## src/rtl/exc_redirect_if.sv

```systemverilog
// Signal bundle between the redirect controller, the exception unit and the IF stage.
// The controller takes the slave side; the surrounding pipeline (or a bench) takes the master side.
interface exc_redirect_if;
    logic        exc_req;
    logic [31:0] exc_target;
    logic        exc_ready;
    logic        if_req_fire;
    logic        if_data_ok;
    logic        if_can_req;
    logic        drop_resp;
    logic        flush;
    logic        redirect_valid;
    logic [31:0] redirect_pc;
    logic        redirect_ready;
    logic        busy;

    modport slave (
        input  exc_req, exc_target, if_req_fire, if_data_ok, redirect_ready,
        output exc_ready, if_can_req, drop_resp, flush, redirect_valid, redirect_pc, busy
    );

    modport master (
        output exc_req, exc_target, if_req_fire, if_data_ok, redirect_ready,
        input  exc_ready, if_can_req, drop_resp, flush, redirect_valid, redirect_pc, busy
    );
endinterface

```

## src/rtl/exc_redirect_ctrl.sv

```systemverilog
// Front-end redirect sequencer: flushes on an exception/ERET, drains in-flight
// inst-SRAM responses, then hands the new PC to fetch over valid/ready.
module exc_redirect_ctrl #(
    parameter  int MAX_OUTSTANDING = 2,
    localparam int CNT_W           = $clog2(MAX_OUTSTANDING + 1)
) (
    input  logic           clk,
    input  logic           resetn,
    exc_redirect_if.slave  bus
);

    typedef enum logic [1:0] {
        ST_IDLE,
        ST_DRAIN,
        ST_REDIRECT
    } state_t;

    state_t             r_state;
    state_t             w_state_next;
    logic [CNT_W-1:0]   r_cnt;
    logic [CNT_W-1:0]   w_cnt_next;
    logic [31:0]        r_target;
    logic               r_flush;
    logic               w_exc_fire;
    logic               w_inc;
    logic               w_dec;
    logic               w_cnt_full;

    // Outstanding count: responses at zero are stray, requests at the limit saturate.
    assign w_cnt_full = (r_cnt == CNT_W'(MAX_OUTSTANDING));
    assign w_dec      = bus.if_data_ok & (r_cnt != '0);
    assign w_inc      = bus.if_req_fire & ~(w_cnt_full & ~w_dec);
    assign w_cnt_next = r_cnt + CNT_W'(w_inc) - CNT_W'(w_dec);

    assign w_exc_fire = bus.exc_req & (r_state != ST_REDIRECT);

    assign bus.flush       = r_flush;
    assign bus.redirect_pc = r_target;

    always_ff @(posedge clk or negedge resetn) begin
        if (!resetn) begin
            r_state <= ST_IDLE;
        end else begin
            r_state <= w_state_next;
        end
    end

    always_comb begin
        w_state_next       = r_state;
        bus.exc_ready      = 1'b1;
        bus.if_can_req     = 1'b0;
        bus.drop_resp      = bus.if_data_ok & w_exc_fire;
        bus.redirect_valid = 1'b0;
        bus.busy           = 1'b1;
        case (r_state)
            ST_IDLE: begin
                bus.busy       = 1'b0;
                bus.if_can_req = (r_cnt < CNT_W'(MAX_OUTSTANDING));
                if (w_exc_fire) begin
                    w_state_next = (w_cnt_next != '0) ? ST_DRAIN : ST_REDIRECT;
                end
            end
            ST_DRAIN: begin
                bus.drop_resp = bus.if_data_ok;
                if (w_cnt_next == '0) begin
                    w_state_next = ST_REDIRECT;
                end
            end
            ST_REDIRECT: begin
                // The request stays blocked so the source holds it until we return to IDLE.
                bus.exc_ready      = 1'b0;
                bus.redirect_valid = 1'b1;
                if (bus.redirect_ready) begin
                    w_state_next = ST_IDLE;
                end
            end
            default: w_state_next = ST_IDLE;
        endcase
    end

    always_ff @(posedge clk or negedge resetn) begin
        if (!resetn) begin
            r_cnt    <= '0;
            r_target <= '0;
            r_flush  <= 1'b0;
        end else begin
            r_cnt   <= w_cnt_next;
            r_flush <= w_exc_fire;
            if (w_exc_fire) begin
                r_target <= bus.exc_target;
            end
        end
    end

endmodule

```

## src/flat_wrapper.sv

```systemverilog
// flat-port wrapper written by rule: the top's interface ports become plain ports
module exc_redirect_ctrl_flat 
#(
    parameter  int MAX_OUTSTANDING = 2,
    localparam int CNT_W           = $clog2(MAX_OUTSTANDING + 1)
)
  (clk, resetn, bus_exc_req, bus_exc_target, bus_if_req_fire, bus_if_data_ok, bus_redirect_ready, bus_exc_ready, bus_if_can_req, bus_drop_resp, bus_flush, bus_redirect_valid, bus_redirect_pc, bus_busy);
  exc_redirect_if bus_i ();
  input  logic clk;
  input  logic resetn;
  input wire logic [$bits(bus_i.exc_req)-1:0] bus_exc_req;
  input wire logic [$bits(bus_i.exc_target)-1:0] bus_exc_target;
  input wire logic [$bits(bus_i.if_req_fire)-1:0] bus_if_req_fire;
  input wire logic [$bits(bus_i.if_data_ok)-1:0] bus_if_data_ok;
  input wire logic [$bits(bus_i.redirect_ready)-1:0] bus_redirect_ready;
  output wire logic [$bits(bus_i.exc_ready)-1:0] bus_exc_ready;
  output wire logic [$bits(bus_i.if_can_req)-1:0] bus_if_can_req;
  output wire logic [$bits(bus_i.drop_resp)-1:0] bus_drop_resp;
  output wire logic [$bits(bus_i.flush)-1:0] bus_flush;
  output wire logic [$bits(bus_i.redirect_valid)-1:0] bus_redirect_valid;
  output wire logic [$bits(bus_i.redirect_pc)-1:0] bus_redirect_pc;
  output wire logic [$bits(bus_i.busy)-1:0] bus_busy;
  assign bus_i.exc_req = bus_exc_req;
  assign bus_i.exc_target = bus_exc_target;
  assign bus_i.if_req_fire = bus_if_req_fire;
  assign bus_i.if_data_ok = bus_if_data_ok;
  assign bus_i.redirect_ready = bus_redirect_ready;
  assign bus_exc_ready = bus_i.exc_ready;
  assign bus_if_can_req = bus_i.if_can_req;
  assign bus_drop_resp = bus_i.drop_resp;
  assign bus_flush = bus_i.flush;
  assign bus_redirect_valid = bus_i.redirect_valid;
  assign bus_redirect_pc = bus_i.redirect_pc;
  assign bus_busy = bus_i.busy;
  exc_redirect_ctrl #(.MAX_OUTSTANDING(MAX_OUTSTANDING)) u_core (.clk(clk), .resetn(resetn), .bus(bus_i));
endmodule
```

## config.mk

```make
export PLATFORM = sky130hd
export DESIGN_NAME = exc_redirect_ctrl_flat
export DESIGN_NICKNAME = d
export VERILOG_FILES = /design/src/rtl/exc_redirect_if.sv /design/src/rtl/exc_redirect_ctrl.sv /design/src/flat_wrapper.sv
export SDC_FILE = /design/constraint.sdc
export NUM_CORES = 1
export LEC_CHECK = 0
export ABC_AREA = 1
export BUFFER_PORTS_ARGS = -buffer_cell sky130_fd_sc_hd__clkbuf_2
export CAP_MARGIN = 40
export CORE_ASPECT_RATIO = 0.6
export CORE_MARGIN = 3
export CORE_UTILIZATION = 35
export DETAILED_ROUTE_END_ITERATION = 10
export PLACE_DENSITY_LB_ADDON = 0.05
export SYNTH_ARGS = -nofsm -noshare
export SYNTH_HDL_FRONTEND = slang
export SYNTH_SLANG_ARGS = --single-unit
export TNS_END_PERCENT = 30
```

## constraint.sdc

```tcl
create_clock -name clk -period 4.45 [get_ports clk]
set_input_delay 0.445 -clock clk [delete_from_list [all_inputs] [get_ports clk]]
set_output_delay 0.445 -clock clk [all_outputs]
set_load 0.02 [all_outputs]
```

Word level (Yosys, flattened, before mapping)
Index checks and enable logic that the tools add are counted.
W data, S select, Z words.

word-level totals
  register bits after elaboration = 37
  bits of input ports = 38
  word-level logic and storage cells = 36

cells by class
  magnitude comparators = 1
  bitwise logic cells = 7
  reductions and logical operators = 5
  mux-type cells = 10
  add/subtract/negate cells = 2
  eq/ne operators = 7

operators with widths
  cell                  number
  $mux W2               4
  $pmux W2 S3           1
  $and A1 B1 Y1         5
  $mux W1               5
  $eq A2 B2 Y1 const B  2
  $logic_not A2 Y1      2
  $ne A2 B1 Y1 const B  2
  $ne A2 B2 Y1 const B  2
  $reduce_bool A2 Y1    2
  $reduce_and A3 Y1     1
  $add A2 B1 Y2         1
  $eq A2 B1 Y1 const B  1
  $lt A2 B2 Y1 const B  1
  $not A1 Y1            2
  $sub A2 B1 Y2         1

Depth between registers and ports, before layout
Gate-level depths: netlist of run 1.

  depth after elaboration = 12
  gate-level depth with buffers = 13
  depth with buffers taken out = 13

Worst setup path before layout of run 1
OpenSTA, ideal clock, no wires.

  kind = input to register
  start point = input bus_if_data_ok
  end point = register u_core.r_state[0]
  setup time = 0.113 ns
  path buffers = 0
  cell stages on the path = 13
  data required time = 4.337 ns
  data arrival time = 1.425 ns
  path slack = 2.913 ns
  cells stage by stage = inv_1 -> a21oi_1 -> ha_1 -> inv_1 -> ha_1 -> inv_1 -> nand2_1 -> nand2_1 -> nand2_1 -> nand2_1 -> nand2_1 -> nand2_1 -> inv_1

on the way
  word-level cells in the longest chain between the ends = 11
  elaborated cells on any way between the ends = 14

RTL lines
  element                 RTL line                 source
  start: declaration      flat_wrapper.sv:14       input wire logic [$bits(bus_i.if_data_ok)-1:0] bus_if_data_ok;
  $and A1 B1 Y1 (*)       exc_redirect_ctrl.sv:31  assign w_dec = bus.if_data_ok & (r_cnt != '0);
  $not A1 Y1              exc_redirect_ctrl.sv:32  assign w_inc = bus.if_req_fire & ~(w_cnt_full & ~w_dec);
  $and A1 B1 Y1           exc_redirect_ctrl.sv:32
  $not A1 Y1              exc_redirect_ctrl.sv:32
  $and A1 B1 Y1           exc_redirect_ctrl.sv:32
  $add A2 B1 Y2           exc_redirect_ctrl.sv:33  assign w_cnt_next = r_cnt + CNT_W'(w_inc) - CNT_W'(w_dec);
  $sub A2 B1 Y2 (*)       exc_redirect_ctrl.sv:33
  $reduce_bool A2 Y1      exc_redirect_ctrl.sv:60  w_state_next = (w_cnt_next != '0) ? ST_DRAIN : ST_REDIRECT;
  $mux W2                 exc_redirect_ctrl.sv:60
  $mux W2                 exc_redirect_ctrl.sv:59  if (w_exc_fire) begin
  $pmux W2 S3             exc_redirect_ctrl.sv:55  case (r_state)
  end signal: assignment  exc_redirect_ctrl.sv:44  r_state <= w_state_next;
  end: declaration        exc_redirect_ctrl.sv:18  state_t r_state;

Mark *: on every way between the ends. The rest lies on a longest branch, timed or not. The select of a mux whose other input is x is not followed.
A chain may end at the register's enable or synchronous reset.

Worst setup path after layout of run 1
  start point = register u_core.r_state[1]
  end point = output bus_drop_resp

on the way
  word-level cells in the longest chain between the ends = 4
  elaborated cells on any way between the ends = 5

RTL lines
  element           RTL line                 source
  $ne A2 B2 Y1      exc_redirect_ctrl.sv:35  assign w_exc_fire = bus.exc_req & (r_state != ST_REDIRECT);
  $and A1 B1 Y1     exc_redirect_ctrl.sv:35
  $and A1 B1 Y1     exc_redirect_ctrl.sv:52  bus.drop_resp = bus.if_data_ok & w_exc_fire;
  $mux W1 (*)       exc_redirect_ctrl.sv:55
  end: declaration  flat_wrapper.sv:18       output wire logic [$bits(bus_i.drop_resp)-1:0] bus_drop_resp;

Mark *: on every way between the ends. The rest lies on a longest branch, timed or not.

==> results of run 1 <==
==> per-layer routing <==
layer / share of wire / vias to the layer above / GRT usage / routed length [um]
li1: - / 673 / - / -
met1: 0.48 / 572 / 0.187 / 1600
met2: 0.42 / 48 / 0.198 / 1400
met3: 0.088 / 5 / 0.0506 / 295
met4: 0.012 / 0 / 0.0507 / 40
met5: 0 / - / 0 / 0
==> cell families after synthesis <==
logic type,synth area share
flops,0.592
fa+ha+maj,0.0160
buf+inv,0.0783
compound gates,0.0136
simple gates,0.301
==> flip-flops by register name (all words and copies together) (netlist names) <==
register                cells
u_core.bus.flush            1
u_core.bus.redirect_pc     32
u_core.r_cnt                2
u_core.r_state              2
==> synthesized netlist by cell type, drive strengths merged <==
cell / instances / area (um2)
nand2: 108 / 443
o31ai: 1 / 7.51
or2: 1 / 6.26
ha: 2 / 25.0
dfrtp: 37 / 926
buf: 6 / 65.1
a21oi: 2 / 13.8
nand3: 2 / 10.0
nor2: 3 / 11.3
inv: 14 / 57.6
==> where the power goes <==
part	switching [W]	internal [W]
clock network	0.000110	0.000140
logic	0.000276	0.000136
registers	0.0000493	0.000420
total	0.000436	0.000696
==> layout by cell type, fill, tap and decap left out <==
cell / instances
dfrtp_1: 37
a21oi_2: 1
inv_2: 1
nand2_1: 97
nand3_1: 2
clkbuf_8: 7
clkbuf_2: 75
ha_1: 2
nand2_2: 9
nor2_1: 3
inv_6: 1
or2_2: 1
a21oi_1: 1
inv_1: 12
buf_12: 1
clkinv_2: 1
o31ai_1: 1
nand2_4: 2
==> layout make-up <==
class / instances / area [um2] / area share
clock buffer: 7 / 96.3 / 0.0465
clock inverter: 1 / 5.00 / 0.00242
inverter: 14 / 57.6 / 0.0278
multi-input combinational: 119 / 517 / 0.249
sequential: 37 / 926 / 0.447
tap: 60 / 75.1 / 0.0362
timing repair buffer: 76 / 395 / 0.191
==> path summary, 6_finish.rpt <==
path | from | to | slack, ns | depth (start not counted)
setup / recovery | u_core.r_state[1] | bus_drop_resp | 2.60 | 4
hold / removal | resetn | u_core.bus.redirect_pc[23] | 0.03 | 1
setup reg to reg | u_core.r_cnt[1] | u_core.r_state[0] | 2.83 | 13
hold reg to reg | u_core.bus.redirect_pc[4] | u_core.bus.redirect_pc[4] | 0.48 | 2
max in group asynchronous | resetn | u_core.bus.redirect_pc[20] | 3.99 | 2
min in group clk | bus_exc_target[3] | u_core.bus.redirect_pc[3] | 0.35 | 3
==> through the flow <==
stage / total power [W] / hold slack, ns / utilization
after floorplan: 0.000761 / 0.149 / -
after global placement: 0.000892 / 0.467 / 0.463
after detailed placement: 0.000897 / 0.337 / 0.468
after CTS: 0.00115 / 0.0230 / 0.492
after global routing: 0.00122 / 0.0279 / 0.492
final: 0.00113 / 0.0301 / 0.492
==> results.ini, run 1 <==
[routing]
vias_per_cell = 4.13
route.detailed.drc = 0
totalWireLength_um = 3340
drtAntennaViolNets = 0
drt_iter0_markers = 55
routedWlPerCell_um = 10.6
dr.pass1.iters = 4
vias = 1298

[timing]
final-hold-violation-count = 0
rsz0062_at_grt = false
tightest_slew_ns = 0.402
worst_slack_ns = 2.60
tns_ns = 0
fin_crit_ns = 1.85
fmax_mhz = 539
max_slew_margin = 0.732
drv_slew = 0
fin_crit_sh = 0.417
setup_viol = 0
fin_worst_skew_ns = 0.00446

[critical_path]
path_max_fanout = 34
critPathSlowestCell = dfrtp_1
cp.required_ns = 4.01
crit_chain = nand2_4, nand2_4, a21oi_2, clkbuf_2
cp-end-kind = primary output
worst_setup_path_start_kind = register
crit_type = reg2out
slowest_delay_ns = 0.42
path_delay_family = flip-flops
critPathArrivalTime_ns = 1.41
cp_common_cell = nand2_4
cp.buffers_inverters = 1

[synthesis]
ys_ff_latch = 37
synth_area_per_cell_um2 = 8.89
ys_seq_area_frac = 0.592
synth_fp_nets = 216
netlist_area_um2 = 1570
ys_warn_count = 0
ys_types = 17
postSynthCellCount = 176

[clock_network]
root_buffer = clkbuf_8
post-cts-setup-buffer-count = 0
numCtsBuffers = 5
ctsHoldBuffers = 0
cts_tree = done
clock_path_buffers = 2
cts_resized = 0
cts.clk_slew.worst_paths_ns = 0.07
insertion_delay_ns = 0.28
cts_max_level = 2
clock_sinks = 37

[pwr]
p_leak_nw = 1.26
power_density_nw_per_um2 = 546
ir_worst_vdd_uv = 202

[place]
place_inst = 306
gp_congestion = 0.734
placed_area_um2 = 1970
hpwlAfterDp_um = 2440
place_ws_ns = 2.71
port_buffers = 75

[global_route]
grt_start_max_net_pins = 35
grt.total_usage = 0.136
grt_first_pass_wirelength_um = 5660
grt_overflow = 0
antenna_found_initial = 0
first_global_vias = 1220

[cells_and_area]
antennaDiodeCount = 0
design_area_um2 = 2070
layout-drive-gt1-share = 0.390
fill_cells = 428
nets = 293
final_cells = 314
area_growth_syn_to_layout_pct = 32.4

[outcome]
status = complete, no violations

[floorplan]
fp.dieW_um = 92.3
start_util = 0.372
die_area_um2 = 5340
die_h_um = 57.8
core_um2 = 4210
pin_count = 76
rows = 18

[worst_hold_path]
hold_class = in2async

[job]
drv_cap = 0

No activity file was read; power rests on OpenSTA's default activity.
==> inputs of run 2 (changes only) <==
==> constraint.sdc (replaced) <==
create_clock -name clk -period 1.5 [get_ports clk]
set_input_delay 0.15 -clock clk [delete_from_list [all_inputs] [get_ports clk]]
set_output_delay 0.15 -clock clk [all_outputs]
set_load 0.02 [all_outputs]
==> run 2 against run 1 <==
Net effect:
- the flow now finishes with violations (setup timing)
- combinational power rose to 3.4 times the previous value
- power rose to 3.1 times the previous value
- die area did not move
- first-iteration DRC count fell by 35%
- sequential share of layout area fell by 1.4 points
- utilization rose by 1.5 points
- critical path type is now reg2reg
==> results.ini, run 2 (synthesis results as in run 1) <==
[global_route]
antenna_found_initial = 0  ; unchanged
grt_start_max_net_pins = 34  ; -2.9%
grt.total_usage = 0.141  ; +0.00458
grt_overflow = 0  ; unchanged
grt_first_pass_wirelength_um = 5830  ; +3.0%
first_global_vias = 1258  ; +3.1%

[pwr]
power_w = 0.00345  ; +210%
ir_worst_vdd_uv = 716  ; +250%
power_density_nw_per_um2 = 1620  ; +200%
p_leak_nw = 1.27  ; +1.0%

[floorplan]
die_h_um = 57.8  ; unchanged
rows = 18  ; unchanged
die_area_um2 = 5340  ; unchanged
pin_count = 76  ; unchanged
core_um2 = 4210  ; unchanged
fp.dieW_um = 92.3  ; unchanged
start_util = 0.372  ; unchanged

[routing]
drtAntennaViolNets = 0  ; unchanged
vias = 1308  ; +0.77%
vias_per_cell = 4.11  ; -0.50%
dr.pass1.iters = 4  ; unchanged
totalWireLength_um = 3420  ; +2.5%
routedWlPerCell_um = 10.8  ; +1.2%
drt_iter0_markers = 36  ; -35%
route.detailed.drc = 0  ; unchanged

[clock_network]
root_buffer = clkbuf_8
numCtsBuffers = 5  ; unchanged
post-cts-setup-buffer-count = 0  ; unchanged
cts_tree = done
clock_sinks = 37  ; unchanged
insertion_delay_ns = 0.28  ; about the same
cts.clk_slew.worst_paths_ns = 0.07  ; about the same
clock_path_buffers = 2  ; unchanged
cts_max_level = 2  ; unchanged

[critical_path]
cp-end-kind = register
crit_type = reg2reg
cp.required_ns = 1.67  ; -2.34 ns
critPathArrivalTime_ns = 1.70  ; +0.29 ns
worst_setup_path_start_kind = register
path_max_fanout = 3  ; -91%

[timing]
tightest_slew_ns = 0.267  ; -0.135 ns
setup_viol = 1  ; +1
hold_slack_ns = 0.0628  ; +0.0327 ns
fin_crit_sh = 1.02
final-hold-violation-count = 0  ; unchanged
worst_slack_ns = -0.0305  ; -2.63 ns
fin_worst_skew_ns = 0.00447  ; +0.0000121 ns
rsz0062_at_grt = true
fin_crit_ns = 1.53
drv_slew = 0  ; unchanged
max_slew_margin = 0.822  ; +0.0902
fmax_mhz = 653

[cells_and_area]
multi_input_area_um2 = 557  ; +7.7%
nets = 298  ; +1.7%
layout_commonest_cell = nand2_1
design_area_um2 = 2140  ; +3.1%
final_cell_mix = 95 x nand2_1, 74 x clkbuf_2, 37 x dfrtp_1, 11 x nand2_2, 8 x inv_1
antennaDiodeCount = 0  ; unchanged
layout-drive-gt1-share = 0.430  ; +0.0405
seqCellArea_um2 = 926  ; unchanged
final_util = 0.507  ; +0.0154
area_growth_syn_to_layout_pct = 36.5
fill_cells = 432  ; +0.93%
largest_reg_flops = 32  ; unchanged

[place]
placed_area_um2 = 2000  ; +1.5%
hpwlAfterDp_um = 2500  ; +2.8%
gp_congestion = 0.704  ; -4.0%
port_buffers = 75  ; unchanged

[outcome]
status = finished with violations
violations = setup timing

[job]
drv_cap = 0  ; unchanged

[worst_hold_path]
hold_class = in2reg

[run 2: cell count changes in the layout (fill, tap and decap cells not counted), sizes merged]
cell,before,now
clkinv,1,0
buf,1,6
clkbuf,82,81
dlygate4sd3,0,1
[run 2: per-layer routing]
| metal | track usage | up-vias | wire, um | share of wire |
|---|---|---|---|---|
| met5 | 0 | - | 0 | 0 |
| met4 | 0.0444 | 0 | 37 | 0.011 |
| met3 | 0.0493 | 5 | 231 | 0.067 |
| met2 | 0.202 | 38 | 1460 | 0.43 |
| met1 | 0.201 | 579 | 1690 | 0.49 |
| li1 | - | 686 | - | - |
[run 2: worst paths after layout]
path                                      startpoint                         end  slack (ns)  cells past startpoint
max                                  u_core.r_cnt[1]           u_core.r_state[0]       -0.03                     13
min                               bus_exc_target[21]  u_core.bus.redirect_pc[21]        0.06                      3
max in group asynchronous                     resetn  u_core.bus.redirect_pc[20]        0.77                      3
min in group asynchronous                     resetn   u_core.bus.redirect_pc[3]        0.30                      2
max reg2reg                          u_core.r_cnt[1]           u_core.r_state[0]       -0.03                     13
min reg2reg                u_core.bus.redirect_pc[0]   u_core.bus.redirect_pc[0]        0.48                      2
[run 2: worst max-delay path, cell delays in order (launching register included)]
cell and delay (ns):
dfrtp_1 0.36, inv_2 0.05, buf_4 0.13, o31ai_2 0.19
inv_1 0.11, ha_4 0.17, inv_2 0.04, nand2_2 0.04
nand2_1 0.06, nand2_1 0.06, nand2_2 0.08, nand2_1 0.05
nand2_1 0.05, inv_1 0.03
[run 2: metrics by stage]
step                      instances  setup TNS, ns  worst slack (ns)
after detailed placement        310         -0.107           -0.0746
after CTS                       318        -0.0617           -0.0401
after global routing            318         -0.273            -0.156
after global placement          310        -0.0443           -0.0433
final                           318        -0.0305           -0.0305
after floorplan                 176              0            0.0120
[run 2: where the power goes]
group	internal, W	switching (W)	leakage (nW)
registers	0.00125	0.000145	0.450
logic	0.000495	0.000892	0.777
clock network	0.000364	0.000311	0.0443
[run 2: final cells by class]
type,instances,share of cell area
Tap cell,60,0.0351
Sequential cell,37,0.433
Timing Repair Buffer,81,0.204
Multi-Input combinational cell,119,0.261
Inverter,14,0.0269
Clock buffer,7,0.0404
[run 2: what timing repair did]
action | in CTS | in global routing
resized for setup | 5 | 7
cloned | 0 | 0
hold buffers | 1 | 0
endpoints found under the hold margin | 8 | 0
setup endpoints to repair | 2 | 4
pin swaps | 7 | 5
